<file path="config.mk">
export PLATFORM = sky130hd
export DESIGN_NAME = alu_seq_ctrl
export DESIGN_NICKNAME = d
export VERILOG_FILES = /design/src/rtl/alu_ctrl_pkg.sv /design/src/rtl/alu_seq_bus_timer.sv /design/src/rtl/alu_seq_ctrl.sv
export SDC_FILE = /design/constraint.sdc
export NUM_CORES = 1
export LEC_CHECK = 0
export BUFFER_PORTS_ARGS = -buffer_cell sky130_fd_sc_hd__buf_2
export CELL_PAD_IN_SITES_DETAIL_PLACEMENT = 0
export CELL_PAD_IN_SITES_GLOBAL_PLACEMENT = 1
export CORE_MARGIN = 2
export CORE_UTILIZATION = 35
export DETAILED_ROUTE_END_ITERATION = 10
export PLACE_DENSITY = 0.67
export SYNTH_ARGS = -nofsm -noshare
export SYNTH_HDL_FRONTEND = slang
export SYNTH_HIERARCHICAL = 1
export SYNTH_SLANG_ARGS = --single-unit
export TNS_END_PERCENT = 30
</file>
<file path="constraint.sdc">
create_clock -name clk -period 3.05 [get_ports clk]
set_input_delay 0 -clock clk [delete_from_list [all_inputs] [get_ports clk]]
set_output_delay 0 -clock clk [all_outputs]
set_load 0.05 [all_outputs]
</file>
<file path="src/rtl/alu_ctrl_pkg.sv">
// Shared types and widths for the ALU sequencing controller.
// State encoding, opcode/flag widths and counter widths.
package alu_ctrl_pkg;

  localparam int OP_W   = 4;
  localparam int FLAG_W = 3;
  localparam int SET_W  = 4;
  localparam int TMR_W  = 8;

  typedef enum logic [2:0] {
    S_IDLE     = 3'd0,
    S_EXEC     = 3'd1,
    S_GRAB     = 3'd2,
    S_BUSREQ   = 3'd3,
    S_STORE_LO = 3'd4,
    S_STORE_HI = 3'd5,
    S_DONE     = 3'd6,
    S_ERR      = 3'd7
  } state_t;

endpackage

</file>
<file path="src/rtl/alu_seq_bus_timer.sv">
// Bus grant wait counter: cleared on start, saturating on tick.
// expired flags the last permitted wait cycle.
module alu_seq_bus_timer
  import alu_ctrl_pkg::*;
#(
  parameter int LIMIT = 15
) (
  input  logic clk,
  input  logic reset,
  input  logic start,
  input  logic tick,
  output logic expired
);

  logic [TMR_W-1:0] cnt;

  // count ungranted wait cycles, saturating at all-ones
  always_ff @(posedge clk) begin
    if (reset) begin
      cnt <= '0;
    end else if (start) begin
      cnt <= '0;
    end else if (tick && (cnt != {TMR_W{1'b1}})) begin
      cnt <= cnt + 1'b1;
    end
  end

  assign expired = ({1'b0, cnt} + 9'd1) >= 9'(LIMIT);

endmodule

</file>
<file path="src/rtl/alu_seq_ctrl.sv">
// Sequencer: drives an ALU op, captures flags, arbitrates
// for the data bus and strobes one or two result bytes.
module alu_seq_ctrl
  import alu_ctrl_pkg::*;
#(
  parameter int SETTLE_CYC  = 1,
  parameter int BUS_TIMEOUT = 15
) (
  input  logic              clk,
  input  logic              reset,
  input  logic              req_valid,
  output logic              req_ready,
  input  logic [OP_W-1:0]   req_op,
  input  logic              req_wide,
  output logic [OP_W-1:0]   alu_op,
  input  logic [FLAG_W-1:0] flags_in,
  output logic [FLAG_W-1:0] flags_q,
  output logic              grab,
  output logic              store_lo,
  output logic              store_hi,
  output logic              bus_req,
  input  logic              bus_gnt,
  output logic              done,
  output logic              err,
  output logic              busy
);

  state_t             state;
  state_t             nxt;
  logic [SET_W-1:0]   set_cnt;
  logic [OP_W-1:0]    op_q;
  logic               wide_q;
  logic               expired;

  alu_seq_bus_timer #(
    .LIMIT(BUS_TIMEOUT)
  ) u_timer (
    .clk     (clk),
    .reset   (reset),
    .start   (state == S_GRAB),
    .tick    ((state == S_BUSREQ) && !bus_gnt),
    .expired (expired)
  );

  // next-state decode
  always_comb begin
    nxt = state;
    unique case (state)
      S_IDLE:     if (req_valid) nxt = S_EXEC;
      S_EXEC:     if (set_cnt == 4'(SETTLE_CYC - 1)) nxt = S_GRAB;
      S_GRAB:     nxt = S_BUSREQ;
      S_BUSREQ: begin
        if (bus_gnt)      nxt = S_STORE_LO;
        else if (expired) nxt = S_ERR;
      end
      S_STORE_LO: nxt = wide_q ? S_STORE_HI : S_DONE;
      S_STORE_HI: nxt = S_DONE;
      S_DONE:     nxt = S_IDLE;
      S_ERR:      nxt = S_IDLE;
      default:    nxt = S_IDLE;
    endcase
  end

  // state, request latch, settle counter and flag capture
  always_ff @(posedge clk) begin
    if (reset) begin
      state   <= S_IDLE;
      op_q    <= '0;
      wide_q  <= 1'b0;
      set_cnt <= '0;
      flags_q <= '0;
    end else begin
      state <= nxt;
      if ((state == S_IDLE) && req_valid) begin
        op_q   <= req_op;
        wide_q <= req_wide;
      end
      set_cnt <= (state == S_EXEC) ? set_cnt + 1'b1 : '0;
      if (state == S_GRAB) flags_q <= flags_in;
    end
  end

  assign req_ready = (state == S_IDLE);
  assign busy      = (state != S_IDLE);
  assign grab      = (state == S_GRAB);
  assign store_lo  = (state == S_STORE_LO);
  assign store_hi  = (state == S_STORE_HI);
  assign done      = (state == S_DONE);
  assign err       = (state == S_ERR);
  assign bus_req   = (state == S_BUSREQ) ||
                     (state == S_STORE_LO) ||
                     (state == S_STORE_HI);
  assign alu_op    = ((state == S_EXEC) || (state == S_GRAB))
                     ? op_q : '0;

endmodule

</file>
# Yosys cells after proc, flatten, opt, wreduce, memory -nomap -nowiden

Cells that the tools add are included.

Register bits: 23
Output and inout bits: 15

Add/sub/neg operators: 3
Order comparisons: 1
Equality and inequality tests: 11
Muxes and demuxes: 7
Bitwise operators: 1
Reduce and logical (&&, ||, !) cells: 14

Operators by type and width:

| operator                                            | count |
|---|---|
| case mux 3 bit (7 select lines)                     | 1 |
| == test 3 bit, second input constant                | 4 |
| two-way mux 3 bit                                   | 4 |
| adder 8 x 1 -> 9 bit, second input constant         | 1 |
| >= comparator 9 x 4 -> 1 bit, second input constant | 1 |
| adder 8 x 1 -> 8 bit, second input constant         | 1 |
| inequality test 8 bit, second input constant        | 1 |
| == test 3 x 2 -> 1 bit, second input constant       | 2 |
| OR reduction 2 bit                                  | 3 |
| adder 4 x 1 -> 4 bit, second input constant         | 1 |
| zero test 4 bit                                     | 1 |
| two-way mux 4 bit                                   | 1 |
| inequality test 2 bit, second input constant        | 2 |
| == test 3 x 1 -> 1 bit, second input constant       | 1 |
| logical AND 1 bit                                   | 3 |
| zero test 3 bit                                     | 1 |
| logical OR 1 bit                                    | 3 |
| inequality test 3 bit, second input constant        | 1 |
| AND reduction 3 bit                                 | 1 |
| nonzero test 3 bit                                  | 1 |
| two-way mux 2 bit                                   | 1 |
| zero test 1 bit                                     | 1 |
| NOT 1 bit                                           | 1 |

# Logic depth before layout (Yosys ltp)

Gate-level depths: netlist (run 1).

Depth after elaboration: 5
Mapped depth: 7
Gate-level depth less buffers: 7

# Cells and area by module

Netlist (run 1), hierarchy kept.

Modules (own cells, without submodules):

| module            | instances | cells an instance | area an instance (um2) | seq. area each (um2) |
|---|---|---|---|---|
| alu_seq_ctrl      | 1         | 81                | 757.0                  | 300.3 |
| alu_seq_bus_timer | 1         | 64                | 524.3                  | 160.2 |

# Worst setup path before layout (run 1)

No wires, ideal clock.

Path kind: register -> register
Start: register state[1]
End: register state[0]
Library setup time: 0.133 ns
Data arrival time: 2.369 ns
Slack: 0.548 ns
Stages on the path, launching flop included: 6
Path buffers: 1
Period minus slack after synthesis: 2.502 ns
Cell sequence: dfxtp_1 > buf_6 > nor3_1 > inv_1 > nor2_1 > a311oi_1

Longest elaborated chain between the ends: 3
Elaborated cells on any way between the ends: 14
Classes of those cells: eq/ne: 10; mux: 1; reduce/logical: 3

RTL lines:

| element                                | line               | text |
|---|---|---|
| from (decl)                            | alu_seq_ctrl.sv:28 | `state_t state;` |
| from (signal assigned)                 | alu_seq_ctrl.sv:73 | `state <= nxt;` |
| zero test 3 bit *                      | n/a                |  |
| net req_ready                          | alu_seq_ctrl.sv:12 | `output logic req_ready,` |
| inequality test 2 bit (no source line) | n/a                |  |
| AND reduction 3 bit (no source line)   | n/a                |  |

The timed path passes the listed nets; every way through them passes the cells marked *.
A chain may end at the register's enable or synchronous reset.

# Final worst setup path (run 1)

Start: register state[0]
End: register u_timer.cnt[5]

Longest elaborated chain between the ends: 3
Elaborated cells on any way between the ends: 5
Classes of those cells: eq/ne: 2; reduce/logical: 3

RTL lines:

| element                | line                    | text |
|---|---|---|
| == test 3 x 2 -> 1 bit | alu_seq_ctrl.sv:41      | `.tick ((state == S_BUSREQ) && !bus_gnt),` |
| logical AND 1 bit      | alu_seq_ctrl.sv:41      |  |
| logical AND 1 bit      | alu_seq_bus_timer.sv:23 | `end else if (tick && (cnt != {TMR_W{1'b1}})) begin` |
| to (signal assigned)   | alu_seq_bus_timer.sv:24 | `cnt <= cnt + 1'b1;` |
| to (decl)              | alu_seq_bus_timer.sv:15 | `logic [TMR_W-1:0] cnt;` |

Several ways; a longest one is shown, not always the timed one.

==> results of run 1 <==
-- synthesized netlist by cell type (all sizes together) --
library cell,n,area share
nand2b,2,0.0098
nor2,24,0.070
nand2,7,0.021
xor2,1,0.0068
nand3,6,0.027
xnor2,4,0.027
a31oi,2,0.0098
and4,4,0.030
dfxtp,23,0.36
and3,3,0.015
or3,3,0.015
o311a,1,0.0078
a21o,1,0.0059
or2,1,0.0049
and3b,2,0.014
nand3b,1,0.0059
nor3,3,0.012
nand4,1,0.0049
nor3b,3,0.026
or4,1,0.0059
buf,6,0.040
o21ai,3,0.012
inv,9,0.026
o211ai,1,0.0059
a211o,3,0.021
o31ai,1,0.0059
a31o,1,0.014
mux2i,11,0.086
nor4b,1,0.019
ha,4,0.039
clkbuf,2,0.0059
a311oi,1,0.0068
a21oi,4,0.016
and2,5,0.025
-- registers in the layout, indices dropped and copies added (netlist names) --
signal       flops
op_q             4
set_cnt          4
state            3
u_timer/cnt      8
flags_q          3
wide_q           1
-- cell usage in the layout, fill, tap and decap left out, types with 2 or more instances in the layout --
cell           Yosys  layout
a21oi_1            4       4
nand2_1            7       7
dfxtp_1           23      23
nand2b_1           2       2
ha_1               4       4
and4_1             2       2
a211o_1            2       2
nand3_1            5       5
nor3_1             3       3
a31oi_1            2       2
nor3b_1            2       2
nor2_1            24      24
o21ai_0            3       3
dlygate4sd3_1      0       8
inv_1              9       9
buf_2              2      26
mux2i_1           11      11
and3b_1            2       2
clkbuf_4           0       3
xnor2_1            4       4
and3_1             3       3
and2_1             4       4
or3_1              3       3
-- worst max-delay path, cell delays in order (launching register included) --
cell      delay (ns)
dfxtp_1         0.68
nand2b_1        0.20
nor2_1          0.33
inv_1           0.09
a31o_4          0.24
or3_1           0.30
a21oi_1         0.13
-- routing by layer --
layer	up-vias	global-route usage	share of wire
met5	-	0	0
met2	24	0.233	0.46
met1	467	0.173	0.49
li1	559	-	-
met3	4	0.0208	0.036
met4	0	0.0559	0.015
-- power groups by stage --
stage | logic [W] | registers (W) | clock network (W)
floorplan | 0.000227 | 0.000360 | 0
global placement | 0.000257 | 0.000368 | 0
detailed placement | 0.000260 | 0.000371 | 0
CTS | 0.000268 | 0.000364 | 0.000147
global route | 0.000288 | 0.000371 | 0.000161
finish | 0.000266 | 0.000364 | 0.000140
-- final timing paths --
check	to	slack, ns	cells past startpoint
setup / recovery	u_timer/cnt[5]	1.01	6
hold / removal	state[0]	0.02	3
setup reg to reg	u_timer/cnt[5]	1.01	6
hold reg to reg	set_cnt[0]	0.48	1
-- area by class of cell --
class / instances / share of cell area
tap: 46 / 0.0380
inverter: 9 / 0.0223
sequential: 23 / 0.304
multi-input combinational: 105 / 0.480
clock buffer: 4 / 0.0173
timing repair buffer: 34 / 0.139
-- cells by family after synthesis --
group           share of synthesized area
compound gates                      0.105
flops                               0.359
buf+inv                            0.0723
fa+ha+maj                          0.0391
simple gates                        0.305
xor+xnor                           0.0342
mux                                0.0859
-- stage by stage --
stage                     hold WS [ns]  area [sq um]  worst slack, ns  utilization
after CTS                       0.0160          1520             1.02        0.444
after detailed placement         0.248          1410             1.05        0.413
after floorplan                  0.147          1280            0.548            -
after global routing            0.0223          1520            0.800        0.444
after global placement           0.235          1410             1.14        0.413
final                           0.0156          1520             1.01        0.444
==> impl_metrics.csv, run 1 <==
group,metric,value,unit
global_routing,grt_first_pass_wirelength,4.46,mm
timing,post-route-period-util,0.669,
clock_tree,cts_inserted_buffers,3,
pwr,p_int,0.000467,W
clock_tree,cts.sinks,23,
synth,yosysWarnings,6,
cells_and_area,multi_input_area,728,sq um
detailed_routing,vias,1054,
timing,maxSlewHeadroom,0.629,
floorplanning,io_pins,27,
synth,ys_ff_latch,23,
pwr,power.total,0.000770,W
pwr,power_leakage,0.649,nW
pwr,power_frac_comb,0.345,
synth,yosysSeqAreaShare,0.359,
timing,rsz0062_at_grt,"no",
global_routing,antenna_found_initial,0,
floorplanning,dieArea,4160,sq um
timing,finalCriticalPeriod,2.04,ns
worst_setup_path,startpoint,"state[0]",
synth,synth_nets,161,
timing,setup_viol,0,
timing,fmax,0.490,GHz
clock_tree,cts_resized,0,
cells_and_area,regArea,460,sq um
hold_path,hp-class,"in2reg",
global_routing,first_global_vias,1013,
floorplanning,start_util,0.375,
detailed_routing,totalWireLength,2.66,mm
worst_setup_path,cp-start-kind,"flop",
detailed_routing,drc,0,
pwr,power.clock.fraction,0.182,
global_routing,grt_max_degree,18,
pwr,vdd_ir_drop_max,0.165,mV
clock_tree,h-tree-depth,1,
detailed_routing,via_per_inst,4.77,
place,dp_hpwl,1.90,mm
global_routing,gr-total-overflow,0,
cells_and_area,num-fill-cells,361,
detailed_routing,post_drt_wl_per_cell,12.0,microns
worst_setup_path,r2r_start,"state[0]",
detailed_routing,drtPass1Iterations,6,
detailed_routing,first_iter_violations,70,
timing,worstMarginPinSlew,0.556,ns
status,status,"finished clean",
flow_run,maxCapViolations,0,
clock_tree,clk_latency,0.30,ns
timing,final-hold-violation-count,0,
hold_path,holdCritStartpoint,"req_valid",
place,dp_cells,209,
clock_tree,postCtsHoldBufs,8,
global_routing,grt_use_total,0.137,
clock_tree,cts_buffer_depth,2,
clock_tree,cts.root.buffer_cell,"clkbuf_4",
worst_setup_path,required,3.30,ns
worst_setup_path,critPathCaptureType,"flop",
worst_setup_path,path_class,"reg2reg",
cells_and_area,fin_nets,192,
cells_and_area,fin_cells,221,
detailed_routing,drtAntennaViolNets,0,
floorplanning,die_x,64.5,microns
floorplanning,core_area,3420,sq um
timing,tns,0,ns
pwr,netSwitchingFraction,0.393,
cells_and_area,layout-drive-gt1-share,0.217,
synth,ys_types,42,
pwr,seqPwrFrac,0.473,
floorplanning,fp.dieH,64.5,microns
timing,slew_violations,0,
worst_setup_path,cp_max_fo,14,
clock_tree,cts_tree,"yes",
pwr,powerDensity,508,nW/um^2
place,gp_congestion,0.767,
synth,syn_area_per_cell,8.84,sq um
cells_and_area,area_growth,18.4,%
pwr,switching_power,0.000303,W
timing,skew,0.00376,ns
synth,syn_area,1280,sq um
floorplanning,rows,21,
clock_tree,cts_setup_buffers,0,
worst_setup_path,worstPathArrival,2.29,ns
place,io_buffer_count,26,
clock_tree,path_clk_slew,0.13,ns
cells_and_area,diodes,0,
synth,syn_inst,145,
Note: power is estimated with default switching activity, not from simulation.
==> run 2: changes to the inputs <==
==> constraint.sdc (replaced) <==
create_clock -name clk -period 2 [get_ports clk]
set_input_delay 0 -clock clk [delete_from_list [all_inputs] [get_ports clk]]
set_output_delay 0 -clock clk [all_outputs]
set_load 0.05 [all_outputs]
==> run 2 against run 1 <==
  * Non-clock buffer count grew 4
  * Sequential cell count did not move
  * First-iteration DRC count shrank 19%
  * Global-route usage up 0.60 points
  * Critical path type unchanged
==> impl_metrics.csv, run 2 (synthesis results as in run 1) <==
group,metric,value,unit
place,dp_hpwl,1.94,mm
cells_and_area,largest_reg_flops,8,
detailed_routing,via_per_inst,4.81,
detailed_routing,drc,0,
worst_setup_path,critPathCaptureType,"flop",
clock_tree,cts_resized,0,
timing,rsz0062_at_grt,"no",
status,status,"finished clean",
timing,maxSlewHeadroom,0.668,
global_routing,use_met3,0.0295,
clock_tree,h-tree-depth,1,
pwr,switching_power,0.000471,W
global_routing,top_usage_layer,"met2",
detailed_routing,totalWireLength,2.64,mm
cells_and_area,final_common_cell,"buf_2",
pwr,powerDensity,772,nW/um^2
cells_and_area,reg_top3,"u_timer/cnt: 8 flops, op_q: 4 flops, set_cnt: 4 flops",
pwr,vdd_ir_drop_max,0.268,mV
floorplanning,fp.dieH,64.5,microns
detailed_routing,post_drt_wl_per_cell,11.7,microns
place,gp_congestion,0.795,
global_routing,grt_max_degree,17,
global_routing,gr-total-overflow,0,
clock_tree,cts.root.buffer_cell,"clkbuf_4",
timing,finalCriticalPeriod,1.83,ns
clock_tree,cts_buffer_depth,2,
global_routing,antenna_found_initial,0,
worst_setup_path,path_class,"reg2reg",
floorplanning,die_x,64.5,microns
detailed_routing,first_iter_violations,57,
worst_setup_path,worstPathArrival,2.04,ns
floorplanning,rows,21,
pwr,power_frac_comb,0.394,
clock_tree,path_clk_slew,0.13,ns
floorplanning,start_util,0.375,
clock_tree,clk_latency,0.31,ns
global_routing,grt_use_met1,0.176,
worst_setup_path,cp-start-kind,"flop",
global_routing,met2_usage,0.242,
clock_tree,cts_tree,"yes",
timing,slew_violations,0,
place,io_buffer_count,26,
cells_and_area,area_growth,21.2,%
floorplanning,dieArea,4160,sq um
place,dp_cells,213,
cells_and_area,fin_nets,196,
cells_and_area,largest-register,"u_timer/cnt",
detailed_routing,drtAntennaViolNets,0,
timing,final-hold-violation-count,0,
worst_setup_path,required,2.21,ns
cells_and_area,num-fill-cells,355,
pwr,p_int,0.000728,W
global_routing,grt_use_total,0.143,
cells_and_area,fin_util,0.455,
clock_tree,cts_inserted_buffers,3,
global_routing,grt_first_pass_wirelength,4.72,mm
cells_and_area,fin_cells,225,
pwr,seqPwrFrac,0.427,
clock_tree,cts.sinks,23,
timing,skew,0.00583,ns
floorplanning,io_pins,27,
global_routing,first_global_vias,1065,
flow_run,maxCapViolations,0,
cells_and_area,diodes,0,
pwr,netSwitchingFraction,0.393,
timing,setup_viol,0,
pwr,power_leakage,0.675,nW
cells_and_area,layout-drive-gt1-share,0.246,
timing,tns,0,ns
detailed_routing,vias,1083,
worst_setup_path,cp_max_fo,6,
timing,fmax,0.547,GHz
hold_path,hp-class,"in2reg",
timing,post-route-period-util,0.914,
worst_setup_path,rrSetupSlack,0.17,ns
pwr,power.clock.fraction,0.178,
timing,worstMarginPinSlew,0.496,ns
floorplanning,core_area,3420,sq um
cells_and_area,final_cell_mix,"buf_2, nor2_1, dfxtp_1",
detailed_routing,drtPass1Iterations,4,
run 2: cell types whose count changed in the layout (fill, tap and decap cells not counted):
| cell | before | now |
|---|---|---|
| buf_4 | 0 | 4 |
| clkbuf_1 | 1 | 0 |
| clkinv_2 | 0 | 1 |
| nor3_1 | 3 | 2 |
| nor3_2 | 0 | 1 |
run 2: routing by layer:
metal  wire, microns  share of wire
met4              22         0.0083
met3              86          0.033
met1            1240           0.47
met5               0              0
met2            1290           0.49
run 2: layout make-up:
type	instances	area (sq um)	share of cell area
clock buffer	3	22.5	0.0145
multi-input combinational	105	733	0.472
inverter	9	33.8	0.0218
timing repair buffer	38	240	0.155
tap	46	57.6	0.0371
clock inverter	1	5.00	0.00322
sequential	23	460	0.297
run 2: power groups by stage:
stage,logic [W],registers (W),clock network [W]
after floorplan,0.000349,0.000550,0
final,0.000473,0.000512,0.000214
after global routing,0.000515,0.000518,0.000254
after CTS,0.000477,0.000512,0.000232
after global placement,0.000461,0.000520,0
after detailed placement,0.000463,0.000523,0
run 2: worst paths after layout:
| check | from | to | cells past startpoint |
|---|---|---|---|
| hold / removal | reset | wide_q | 2 |
| setup reg to reg | u_timer/cnt[0] | state[2] | 6 |
| hold reg to reg | set_cnt[0] | set_cnt[0] | 1 |
| setup / recovery | u_timer/cnt[0] | state[2] | 6 |
run 2: what timing repair did:
action / CTS / global route
buffers inserted: 0 / 0
endpoints found under the hold margin: 8 / 0
hold buffers: 8 / 0
run 2: worst max-delay path: stages (launching register included):
cell and delay (ns):
dfxtp_1 0.36, ha_1 0.25, and2_2 0.25, a211o_2 0.33
o21ai_0 0.07, o211ai_1 0.11, o311a_1 0.35
run 2: metrics by stage:
stage                     total power, W  hold WS, ns  area [sq um]  setup WS, ns
after floorplan                 0.000899        0.147          1290         0.112
after global placement          0.000981        0.236          1450         0.251
after detailed placement        0.000986        0.247          1450         0.201
after CTS                        0.00122      0.00965          1550         0.171
after global routing             0.00129      0.00367          1550        0.0558
final                            0.00120       0.0163          1550         0.171
==> run 3: changes to the inputs <==
--- a/config.mk
+++ b/config.mk
@@ -5,13 +5,15 @@
 export SDC_FILE = /design/constraint.sdc
 export NUM_CORES = 1
 export LEC_CHECK = 0
+export ABC_AREA = 1
 export BUFFER_PORTS_ARGS = -buffer_cell sky130_fd_sc_hd__buf_2
 export CELL_PAD_IN_SITES_DETAIL_PLACEMENT = 0
 export CELL_PAD_IN_SITES_GLOBAL_PLACEMENT = 1
 export CORE_MARGIN = 2
 export CORE_UTILIZATION = 35
 export DETAILED_ROUTE_END_ITERATION = 10
-export PLACE_DENSITY = 0.67
+export PLACE_DENSITY = 0.71
+export SKIP_LAST_GASP = 1
 export SYNTH_ARGS = -nofsm -noshare
 export SYNTH_HDL_FRONTEND = slang
 export SYNTH_HIERARCHICAL = 1
==> run 3 against run 2 <==
  * Critical path depth up 9
  * Register-to-register slack better by 0.10 ns
  * Sequential cell count is the same
  * Non-clock buffer count shrank 7
  * Clock skew is 0.0033 ns lower
  * Critical endpoint is now state[1]
  * Highest routed layer unchanged
  * Worst setup slack better by 0.10 ns
  * Sequential power is 4% lower
  * Clock power rose by 39%
==> impl_metrics.csv, run 3 <==
group,metric,value,unit
status,status,"finished clean",
synth,syn_area,1290,sq um
global_routing,grt_use_total,0.152,
synth,synth_area_leaders,"dfxtp_1, nand2_1, nor2_1, inv_1, nand3_1",
timing,worstMarginPinSlew,0.312,ns
timing,setup_viol,0,
detailed_routing,via_per_inst,4.59,
clock_tree,cts.root.buffer_cell,"clkbuf_8",
worst_setup_path,cp_max_fo,6,
synth,yosysSeqAreaShare,0.358,
detailed_routing,wl_met2,1.39,mm
detailed_routing,top_layer,"met4",
timing,hold_ws,0.0115,ns
detailed_routing,drtPass1Iterations,4,
worst_setup_path,path_delay_family,"simple AND/OR/NAND/NOR gates",
worst_setup_path,rrSetupSlack,0.27,ns
cells_and_area,reg_top3,"u_timer/cnt: 8 flops, op_q: 4 flops, set_cnt: 4 flops",
clock_tree,cts_inserted_buffers,3,
timing,tns,0,ns
detailed_routing,wl_met1,1.36,mm
pwr,vdd_ir_drop_max,0.332,mV
timing,post-route-period-util,0.864,
place,io_buffer_count,26,
clock_tree,cts_buffer_depth,2,
cells_and_area,diodes,0,
global_routing,antenna_found_initial,0,
synth,synth_nets,208,
timing,slew_violations,0,
worst_setup_path,critPathCaptureType,"flop",
clock_tree,cts_tree,"yes",
timing,skew,0.00248,ns
cells_and_area,fin_nets,243,
cells_and_area,layout-drive-gt1-share,0.243,
cells_and_area,final_cell_mix,"nand2_1, nor2_1, buf_2",
detailed_routing,first_iter_violations,32,
synth,async_flop_share,0,
synth,syn_inst,192,
worst_setup_path,max_stage_delay,0.35,ns
global_routing,grt_max_degree,14,
cells_and_area,final_area,1560,sq um
pwr,power.total,0.000991,W
place,gp_congestion,0.866,
synth,synth_top_area_share,0.358,
synth,ys_types,24,
cells_and_area,largest-register,"u_timer/cnt",
global_routing,first_global_vias,1178,
worst_setup_path,cp-start-kind,"flop",
synth,yosys.area.top_type,"dfxtp_1",
floorplanning,core_area,3610,sq um
clock_tree,path_clk_slew,0.09,ns
worst_setup_path,worst_path_max_delay_cell,"dfxtp_2",
floorplanning,dieArea,4180,sq um
worst_setup_path,cpMostUsedCell,"nand2_1",
synth,yosysWarnings,6,
clock_tree,h-tree-depth,1,
detailed_routing,drtAntennaViolNets,0,
flow_run,maxCapViolations,0,
synth,syn_area_per_cell,6.70,sq um
timing,fmax,0.579,GHz
worst_setup_path,worstPathArrival,1.90,ns
timing,final-hold-violation-count,0,
timing,finalCriticalPeriod,1.73,ns
detailed_routing,drc,0,
clock_tree,clk_latency,0.26,ns
timing,maxSlewHeadroom,0.792,
detailed_routing,post_drt_wl_per_cell,10.4,microns
floorplanning,fp.dieH,64.6,microns
worst_setup_path,path_class,"reg2reg",
cells_and_area,largest_reg_flops,8,
place,place_area,1470,sq um
cells_and_area,area_growth,21.3,%
worst_setup_path,cp_num_buf_inv,1,
synth,ys.flop_type,"dfxtp_1",
detailed_routing,vias,1258,
floorplanning,start_util,0.357,
place,dp_hpwl,2.30,mm
synth,synth_common_cells,"nand2_1, nor2_1, inv_1",
hold_path,hp-class,"in2reg",
floorplanning,die_x,64.6,microns
clock_tree,cts.sinks,23,
global_routing,grt_first_pass_wirelength,5.02,mm
synth,ys_ff_latch,23,
worst_setup_path,required,2.17,ns
pwr,powerDensity,635,nW/um^2
timing,rsz0062_at_grt,"no",
floorplanning,io_pins,27,
detailed_routing,totalWireLength,2.86,mm
floorplanning,rows,22,
cells_and_area,fin_util,0.433,
pwr,power_leakage,0.773,nW
synth,synth-edff-count,0,
worst_setup_path,path_cells,"ha_1 > nand2_1 > inv_1 > nor2_1 > nand2_1 > nor2_1 > nor2_1 > nand3_1 > nor2_1 > nand2_1 > nand2_2 > nor2_2 > nand2_1 > nand2_1 > nor2_2",
detailed_routing,detailroute.wirelength.met3,100,microns
global_routing,gr-total-overflow,0,
[run 3: changes by cell type after synthesis, sizes merged, moves of 4 or more]
cell / change
inv: +20
nand3: +7
buf: -5
nor2: +21
mux2i: -11
o21ai: +9
a21oi: +6
and4: -4
nand2: +39
and2: -5
[run 3: power by group]
part,total [W],switching (W),internal (W)
combinational,0.000200,0.000140,0.0000594
sequential,0.000494,0.0000157,0.000478
clock,0.000297,0.000158,0.000139
[run 3: layer usage]
| layer | vias to the layer above | global-route usage |
|---|---|---|
| li1 | 667 | - |
| met1 | 567 | 0.198 |
| met2 | 22 | 0.260 |
| met3 | 2 | 0.0295 |
| met4 | 0 | 0.0319 |
| met5 | - | 0 |
[run 3: timing repair]
item | in CTS | in global routing
hold buffers | 4 | 0
endpoints found under the hold margin | 4 | 0
endpoints found under the setup margin | 0 | 1
buffers inserted | 0 | 0
gates resized for setup | 0 | 1
[run 3: cell type report]
cell class	instances	area, sq um
fill	394	2050
multi-input combinational	139	701
sequential	23	462
timing repair buffer	31	178
inverter	29	114
tap	48	60.1
clock buffer	3	41.3
clock inverter	1	5.00
[run 3: logic make-up (layout without fill, tap and decap cells)]
family	Yosys count	count (layout)	share of synthesized area
AO/OA/AOI/OAI	25	25	0.102
XOR/XNOR	1	1	0.00681
adder cells (fa/ha/maj)	4	4	0.0389
buffers and inverters	30	64	0.0973
flip-flops	23	23	0.358
AND/OR/NAND/NOR	109	109	0.397
[run 3: final timing paths]
check                      start        to  cells past startpoint
setup / recovery  u_timer/cnt[0]  state[1]                     15
hold / removal          req_wide    wide_q                      3
setup reg to reg  u_timer/cnt[0]  state[1]                     15
hold reg to reg          op_q[1]   op_q[1]                      2
[run 3: per-stage QoR]
step | setup WS (ns) | std cells
after global routing | 0.0547 | 274
after CTS | 0.231 | 274
final | 0.273 | 274
after floorplan | 0.120 | 192
after detailed placement | 0.256 | 266
after global placement | 0.313 | 266
[run 3: worst reg2reg max path, cell delays in order, from the launching register on]
cell     delay, ns
dfxtp_2       0.35
ha_1          0.23
nand2_1       0.13
inv_1         0.08
nor2_1        0.13
nand2_1       0.08
nor2_1        0.10
nor2_1        0.04
nand3_1       0.08
nor2_1        0.04
nand2_1       0.07
nand2_2       0.06
nor2_2        0.09
nand2_1       0.06
nand2_1       0.06
nor2_2        0.03
